`src/rtl/calc_unit.sv`:
```
// calc_unit: multicycle execute unit serving the sequencer's SCALC state.
// Captures opcode/a/b when the sequencer enters SCALC. ALU ops (0-7) finish at
// the capture edge. MUL/DIV/MOD iterate one bit per cycle for W cycles.
// Completion is a one-cycle nxt_line pulse. A bad op raises a sticky err.
//
// Ports:
//   clk       rising-edge clock
//   rstn      synchronous active-low reset
//   q         current sequencer state
//   opcode    operation select, sampled at capture
//   a, b      operands, sampled at capture
//   result    registered result, held until the next completed op
//   ovf       registered overflow/carry/borrow flag, updates with result
//   nxt_line  one-cycle completion pulse
//   err       sticky error level, cleared only by reset
//   busy      high while iterating (RUN)

package seq_pkg;
  typedef enum logic [2:0] {
    SRST    = 3'd0,
    SFETCH  = 3'd1,
    SDECODE = 3'd2,
    SCALC   = 3'd3,
    SWRITE  = 3'd4,
    SERR    = 3'd5
  } SequencerState;
endpackage

// state | meaning
// IDLE  | waiting for entry into SCALC
// RUN   | iterating MUL/DIV/MOD, one bit per cycle
// DONE  | result valid, nxt_line pulsed for this cycle
// ERR   | invalid opcode or divide by zero, held until reset
module calc_unit
  import seq_pkg::*;
#(
  parameter int W = 8
) (
  input  logic          clk,
  input  logic          rstn,
  input  SequencerState q,
  input  logic [3:0]    opcode,
  input  logic [W-1:0]  a,
  input  logic [W-1:0]  b,
  output logic [W-1:0]  result,
  output logic          ovf,
  output logic          nxt_line,
  output logic          err,
  output logic          busy
);

  localparam int SHW = $clog2(W);
  localparam int CW  = $clog2(W + 1);

  localparam logic [1:0] IDLE = 2'd0;
  localparam logic [1:0] RUN  = 2'd1;
  localparam logic [1:0] DONE = 2'd2;
  localparam logic [1:0] ERR  = 2'd3;

  logic [1:0]      state;
  SequencerState   prev_q;
  logic [3:0]      op_r;
  logic [CW-1:0]   cnt;
  // MUL: acc high = partial product, acc low = remaining multiplier bits.
  // DIV/MOD: acc high = partial remainder, acc low = dividend/quotient bits.
  logic [2*W-1:0]  acc;
  // multiplicand for MUL, divisor for DIV/MOD
  logic [W-1:0]    opnd;

  logic [W-1:0]    alu_res;
  logic            alu_ovf;
  logic [W:0]      sum;
  logic [W:0]      mul_sum;
  logic [2*W-1:0]  mul_next;
  logic [W:0]      div_part;
  logic [W:0]      div_diff;
  logic [2*W-1:0]  div_next;
  logic [2*W-1:0]  iter_next;
  logic            capture;
  logic            bad_op;

  always_comb begin
    alu_res = '0;
    alu_ovf = 1'b0;
    sum     = {1'b0, a} + {1'b0, b};
    case (opcode)
      4'd0: begin alu_res = sum[W-1:0]; alu_ovf = sum[W]; end
      4'd1: begin alu_res = a - b;      alu_ovf = (a < b); end
      4'd2: alu_res = a & b;
      4'd3: alu_res = a | b;
      4'd4: alu_res = a ^ b;
      4'd5: alu_res = a << b[SHW-1:0];
      4'd6: alu_res = a >> b[SHW-1:0];
      4'd7: alu_res = b;
      default: ;
    endcase
  end

  always_comb begin
    mul_sum  = {1'b0, acc[2*W-1:W]} + {1'b0, (acc[0] ? opnd : {W{1'b0}})};
    mul_next = {mul_sum, acc[W-1:1]};
    // restoring step: shift in next dividend bit, keep the subtraction only if
    // it did not go negative (top bit of the W+1-bit difference clear)
    div_part = acc[2*W-1:W-1];
    div_diff = div_part - {1'b0, opnd};
    div_next = div_diff[W] ? {acc[2*W-2:0], 1'b0}
                           : {div_diff[W-1:0], acc[W-2:0], 1'b1};
    iter_next = (op_r == 4'd8) ? mul_next : div_next;
  end

  assign capture = (state == IDLE) && (q == SCALC) && (prev_q != SCALC);
  assign bad_op  = (opcode > 4'd10) ||
                   (((opcode == 4'd9) || (opcode == 4'd10)) && (b == '0));

  always_ff @(posedge clk) begin
    if (!rstn) begin
      state  <= IDLE;
      prev_q <= SRST;
      op_r   <= '0;
      cnt    <= '0;
      acc    <= '0;
      opnd   <= '0;
      result <= '0;
      ovf    <= 1'b0;
    end else begin
      prev_q <= q;
      case (state)
        IDLE: begin
          if (capture) begin
            op_r <= opcode;
            cnt  <= '0;
            if (bad_op) begin
              state <= ERR;
            end else if (opcode <= 4'd7) begin
              result <= alu_res;
              ovf    <= alu_ovf;
              state  <= DONE;
            end else begin
              state <= RUN;
              if (opcode == 4'd8) begin
                acc  <= {{W{1'b0}}, b};
                opnd <= a;
              end else begin
                acc  <= {{W{1'b0}}, a};
                opnd <= b;
              end
            end
          end
        end
        RUN: begin
          if (q != SCALC) begin
            state <= IDLE;
          end else begin
            acc <= iter_next;
            cnt <= cnt + 1'b1;
            if (cnt == CW'(W - 1)) begin
              state <= DONE;
              case (op_r)
                4'd8: begin
                  result <= mul_next[W-1:0];
                  ovf    <= |mul_next[2*W-1:W];
                end
                4'd9: begin
                  result <= div_next[W-1:0];
                  ovf    <= 1'b0;
                end
                default: begin
                  result <= div_next[2*W-1:W];
                  ovf    <= 1'b0;
                end
              endcase
            end
          end
        end
        DONE:    state <= IDLE;
        default: state <= ERR;
      endcase
    end
  end

  assign nxt_line = (state == DONE);
  assign err      = (state == ERR);
  assign busy     = (state == RUN);

endmodule
```
`config.mk`:
```
export PLATFORM = sky130hd
export DESIGN_NAME = calc_unit
export DESIGN_NICKNAME = d
export VERILOG_FILES = /design/src/rtl/calc_unit.sv
export SDC_FILE = /design/constraint.sdc
export NUM_CORES = 1
export LEC_CHECK = 0
export ABC_CLOCK_PERIOD_IN_PS = 6800
export CAP_MARGIN = 20
export CORE_MARGIN = 2
export CORE_UTILIZATION = 60
export CTS_CLUSTER_SIZE = 30
export DETAILED_ROUTE_END_ITERATION = 7
export GPL_ROUTABILITY_DRIVEN = 0
export PLACE_DENSITY = 0.87
export SLEW_MARGIN = 5
export SYNTH_ARGS = -nofsm -noshare
export SYNTH_HDL_FRONTEND = slang
export SYNTH_SLANG_ARGS = --single-unit
```
`constraint.sdc`:
```
create_clock -name clk -period 6.8 [get_ports clk]
set_clock_uncertainty 0.1 [all_clocks]
set_input_delay 0.68 -clock clk [delete_from_list [all_inputs] [get_ports clk]]
set_output_delay 0.68 -clock clk [all_outputs]
set_load 0.02 [all_outputs]
```
Yosys cells after proc, flatten, opt, wreduce, memory -nomap -nowiden
Index checks and enable logic that the tools add are counted.
{"block": "word_totals", "regBits": 46, "latchBits": 0, "ramBits": 0, "rom_bits": 0, "inputBits": 25, "out_inout_bits": 12, "wordCells": 100, "memories": 0}
{"block": "classes", "n_addsub": 5, "multipliers": 0, "n_div": 0, "n_lt_le_gt_ge": 3, "n_eq_ne": 26, "shift": 2, "mux": 35, "bitwise": 5, "n_reduce_logical": 16}
{"op": "2-to-1 mux 16 bit", "n": 6}
{"op": "2-to-1 mux 8 bit", "n": 8}
{"op": "case mux 8 bit (8 select lines)", "n": 1}
{"op": "case mux 16 bit (2 select lines)", "n": 1}
{"op": "case mux 8 bit (2 select lines)", "n": 2}
{"op": "== test 4 x 3 -> 1 bit (second input constant)", "n": 5}
{"op": "== test 4 bit (second input constant)", "n": 5}
{"op": "adder 8 x 8 -> 9 bit", "n": 2}
{"op": "2-to-1 mux 2 bit", "n": 5}
{"op": "subtractor 9 x 8 -> 9 bit", "n": 1}
{"op": "bitwise AND 8 bit", "n": 1}
{"op": "== test 4 x 2 -> 1 bit (second input constant)", "n": 2}
{"op": "zero test 8 bit", "n": 1}
{"op": "< comparator 8 bit", "n": 1}
{"op": "2-to-1 mux 4 bit", "n": 2}
{"op": "inequality test 2 bit (second input constant)", "n": 4}
{"op": "bitwise OR 8 bit", "n": 1}
{"op": "case mux 4 bit (2 select lines)", "n": 1}
{"op": "OR reduction 8 bit", "n": 1}
{"op": "left shift 8 x 3 -> 8 bit", "n": 1}
{"op": ">> shifter 8 x 3 -> 8 bit", "n": 1}
{"op": "subtractor 8 bit", "n": 1}
{"op": "bitwise XOR 8 bit", "n": 1}
{"op": "2-to-1 mux 1 bit", "n": 6}
{"op": "23 further kinds", "n": 32}

Longest topological paths before layout
{"block": "logic_depth", "ltp_word": 7, "mapped_depth": 12, "ltp_nobuf": 11}

Worst setup path before layout
OpenSTA, ideal clock, no wires.
{"block": "synth_timing", "kind": "register to register", "startpoint": "register acc[7]", "endpoint": "register acc[10]", "setup_ns": 0.117, "t_arrival_ns": 2.540, "t_required_ns": 6.583, "setup_slack_ns": 4.044, "path_stages_with_launch": 12, "n_path_buf": 0, "period_less_slack_ns": 2.756, "path_cell_list": "dfxtp_1 > inv_1 > ha_1 > inv_1 > fa_1 > a21oi_4 > o22ai_2 > nor3b_2 > a311oi_2 > mux2_2 > mux2_2 > a22o_1"}
{"block": "synth_via", "elab_chain_cells": 5}
{"item": "start, declared", "line": "66", "source": "logic [2*W-1:0] acc;"}
{"item": "start signal, assigned", "line": "141", "source": "acc <= {{W{1'b0}}, b};"}
{"item": "start signal, assigned", "line": "144", "source": "acc <= {{W{1'b0}}, a};"}
{"item": "start signal, assigned", "line": "154", "source": "acc <= iter_next;"}
{"item": "subtractor 9 x 8 -> 9 bit", "line": "105", "source": "div_diff = div_part - {1'b0, opnd};"}
{"item": "2-to-1 mux 16 bit", "line": "106", "source": "div_next = div_diff[W] ? {acc[2*W-2:0], 1'b0}"}
{"item": "2-to-1 mux 16 bit", "line": "108", "source": "iter_next = (op_r == 4'd8) ? mul_next : div_next;"}
{"item": "2-to-1 mux 16 bit", "line": "151", "source": "if (q != SCALC) begin"}
{"item": "case mux 16 bit (2 select lines)", "line": "127", "source": "case (state)"}
No other way between the ends. The select of a mux whose other input is x is not followed.
A chain may end at the register's enable or synchronous reset.

Worst setup path after layout
{"block": "layout_timing", "startpoint": "input b[1]", "endpoint": "register result[7]"}
{"block": "layout_via", "elab_chain_cells": 6, "word_cells_on_any_way": 14, "classes_between": "add/sub: 2; eq/ne: 1; shift: 2; mux: 5; reduce/logical: 4"}
{"item": "start, declared", "line": "44", "source": "input logic [W-1:0] b,"}
{"item": "subtractor 8 bit (tied with other cells)", "line": "88", "source": "4'd1: begin alu_res = a - b; alu_ovf = (a < b); end"}
{"item": "case mux 8 bit (8 select lines)", "line": "86", "source": "case (opcode)"}
{"item": "2-to-1 mux 8 bit", "line": "134", "source": "end else if (opcode <= 4'd7) begin"}
{"item": "2-to-1 mux 8 bit", "line": "132", "source": "if (bad_op) begin"}
{"item": "2-to-1 mux 8 bit", "line": "129", "source": "if (capture) begin"}
{"item": "case mux 8 bit (2 select lines)", "line": "127"}
{"item": "end signal, assigned", "line": "135", "source": "result <= alu_res;"}
{"item": "end signal, assigned", "line": "160", "source": "result <= mul_next[W-1:0];"}
{"item": "end signal, assigned", "line": "164", "source": "result <= div_next[W-1:0];"}
{"item": "end, declared", "line": "45", "source": "output logic [W-1:0] result,"}
Several ways; a longest one is shown, not always the timed one. The select of a mux whose other input is x is not followed.

==> flow_metrics.env <==
export IMPL_cp_end_kind="flop"
export IMPL_synth_fp_nets=725
export IMPL_start_kind="input port"
export IMPL_ys_ff_latch=46
export IMPL_critical_path_class="in -> reg"
export IMPL_ys_top_cells_by_area="dfxtp_1 (18%), ha_1 (12%), mux2i_1 (6.4%)"
export IMPL_timing_slew_headroom_pct=27.4
export IMPL_syn_inst=648
export IMPL_vdd_ir_drop_max_v=0.0000874
export IMPL_first_pass_iters=7
export IMPL_syn2layout_area_growth_pct=9.43
export IMPL_crit_chain="clkdlybuf4s50_1 > inv_1 > ha_1 > o21bai_1 > nand2_1 > o31ai_1 > mux2i_1 > nand3_1 > o21ai_0 > a31oi_1"
export IMPL_io_buffers=36
export IMPL_insertion_delay_ns=0.32
export IMPL_min_from="cnt[1]"
export IMPL_cts_setup_buffers=0
export IMPL_crit_required_ns=6.91
export IMPL_reg2reg_slack_ns=3.10
export IMPL_synth_compound_area_share_pct=27.5
export IMPL_cp_arrival_ns=3.90
export IMPL_async_flop_share_pct=0
export IMPL_die_w_um=95.4
export IMPL_cts_sinks=46
export IMPL_synth_edff_count=0
export IMPL_cp_slowest_stage_delay_ns=1.08
export IMPL_holdBufCountCts=0
export IMPL_ff2ff_path_depth=11
export IMPL_antenna_found_initial=0
export IMPL_synthMuxAreaShare_pct=9.76
export IMPL_core_um2=8180
export IMPL_die_h_um=95.4
export IMPL_synthAdderAreaFrac_pct=13.8
export IMPL_hold_viol=0
export IMPL_wl_mm=15.0
export IMPL_num_antenna_cells=0
export IMPL_grt_pass1_vias=4949
export IMPL_fin_setup_tns_ns=0
export IMPL_dp_hpwl_mm=11.2
export IMPL_layout_drive_gt1_share_pct=5.63
export IMPL_status="completed"
export IMPL_layout_nets=733
export IMPL_dr_first_iter_drc_count=625
export IMPL_clkTransAtPathRegs_ns=0.10
export IMPL_leakagePower_nw=2.32
export IMPL_synth_xor_area_share_pct=3.49
export IMPL_maxSlewViolCount=0
export IMPL_dp_cells=753
export IMPL_timing_rr_end="acc[10]"
export IMPL_final_common_cell="nand2_1"
export IMPL_num_vias=5207
export IMPL_synth_top_area_share_pct=18.4
export IMPL_ys_warnings_count=0
export IMPL_dieArea_um2=9100
export IMPL_initial_core_util_pct=61.3
export IMPL_pin_count=37
export IMPL_synth_ff_type="dfxtp_1"
export IMPL_cts_root_buf="clkbuf_8"
export IMPL_rsz0062_at_grt="false"
export IMPL_final_cells=762
export IMPL_synth_area_um2=5010
export IMPL_grt_max_degree=33
export IMPL_period_share_pct=55.7
export IMPL_yosysSeqAreaShare_pct=18.4
export IMPL_grt_pass1_wl_mm=24.2
export IMPL_yosysTopAreaCell="dfxtp_1"
export IMPL_synth_top_family_by_area="compound AO/OA/AOI/OAI gates"
export IMPL_tritoncts="built"
export IMPL_fillers=662
export IMPL_htreeDepth=2
export IMPL_drc=0
export IMPL_hold_path_class="reg -> reg"
export IMPL_final_cell_mix="nand2_1 (67), nor2_1 (53), ha_1 (48)"
export IMPL_numCtsBuffers=5
export IMPL_cap_violations=0
export IMPL_via_per_inst=6.83
export IMPL_hold_end="cnt[1]"
export IMPL_power_density_nw_per_um2=167
export IMPL_finalCriticalPeriod_ns=3.79
export IMPL_min_path_cells=2
export IMPL_final_antenna_net_count=0
export IMPL_tightest_slew_ns=1.09
export IMPL_grt_ovfl_total=0
export IMPL_rows=33
export IMPL_reg2reg_from="acc[7]"
export IMPL_setup_viol=0
export IMPL_ctsResizeCount=0
export IMPL_critPathMaxFanout=21
export IMPL_grt_use_total_pct=34.0
export IMPL_routedWlPerCell_um=19.7
export IMPL_fmax_mhz=264
export IMPL_yosys_area_share_simple_pct=20.6
export IMPL_avgSynthCellArea_um2=7.74
export IMPL_synth_cell_types=71
export IMPL_critPathSlowestCell="clkdlybuf4s50_1"
export IMPL_cts_buffer_depth=2
## worst max-delay path, delay by kind of cell
| family | cells | cell delay (ns) |
|---|---|---|
| AOI/OAI and AO/OA | 4 | 0.91 |
| adders and majority gates | 1 | 0.41 |
| buffers and inverters | 2 | 1.43 |
| muxes | 1 | 0.26 |
| and+or+nand+nor | 2 | 0.20 |
## through the flow
step                      hold slack (ns)  instance area [um^2]  power, W  worst slack [ns]  utilization, %
after global routing                0.419                  5490  0.000956              2.91            67.1
final                               0.400                  5490  0.000915              3.01            67.1
after CTS                           0.400                  5480  0.000899              3.10            67.1
after floorplan                     0.364                  5010  0.000571              4.04               -
after detailed placement            0.385                  5370  0.000685              2.78            65.7
after global placement              0.377                  5370  0.000675              2.89            65.7
## worst max-delay path by stage
stage / cells after the start / start / to
after floorplan: 11 / acc[7] / acc[10]
after global placement: 10 / b[1] / result[7]
final: 10 / b[1] / result[7]
after CTS: 11 / acc[7] / acc[10]
after global routing: 10 / b[1] / result[7]
after detailed placement: 10 / b[1] / result[7]
## cells by family after synthesis
| family | Yosys count |
|---|---|
| simple gates | 210 |
| fa+ha+maj | 53 |
| mux | 42 |
| flops | 46 |
| compound gates | 197 |
| xor+xnor | 20 |
| buf+inv | 80 |
## synthesized netlist by cell type, types with 5 or more instances
cell	number
xor2_1	9
mux2i_1	32
a211oi_1	19
o21ai_0	36
nor2b_1	12
a21o_1	9
clkbuf_1	30
xnor2_1	11
nor2_1	53
nand3_1	19
nand4_1	5
a21oi_1	35
a31oi_1	13
dfxtp_1	46
a211o_1	5
o22ai_1	7
inv_1	39
mux2_2	5
nand2_1	67
and2_1	18
nor3_1	6
ha_1	48
o211ai_1	13
mux4_2	5
a22o_1	5
o211a_1	10
nand2b_1	6
## where the power goes
part / switching [W] / internal [W] / total (W)
Clock: 0.000110 / 0.000110 / 0.000219
Combinational: 0.000243 / 0.000150 / 0.000392
Sequential: 0.0000174 / 0.000286 / 0.000303
Total: 0.000370 / 0.000545 / 0.000915
## registers in the layout, summed over array words and instances (netlist names)
signal  cells
prev_q      3
op_r        4
result      8
state       2
ovf         1
acc        16
cnt         4
opnd        8
## metal layers
layer  routed length [um]  up-vias  track usage [%]  share of wire, %
met5                    0        -                0                 0
met4                  893        0             16.8               6.0
met3                 1550       92             8.06                10
met2                 6580      352             54.8                44
met1                 5970     2390             42.5                40
li1                     -     2373                -                 -
## area by class of cell
class                   count  area, um^2  area share, %
flip-flops and latches     46         921           16.8
clock inverters             3        45.0          0.821
multi-input cells         522        3780           68.9
clock buffers               5        68.8           1.25
repair buffers             40         388           7.07
inverters                  41         154           2.80
well taps                 105         131           2.39
No activity file was read; power rests on OpenSTA's default activity.
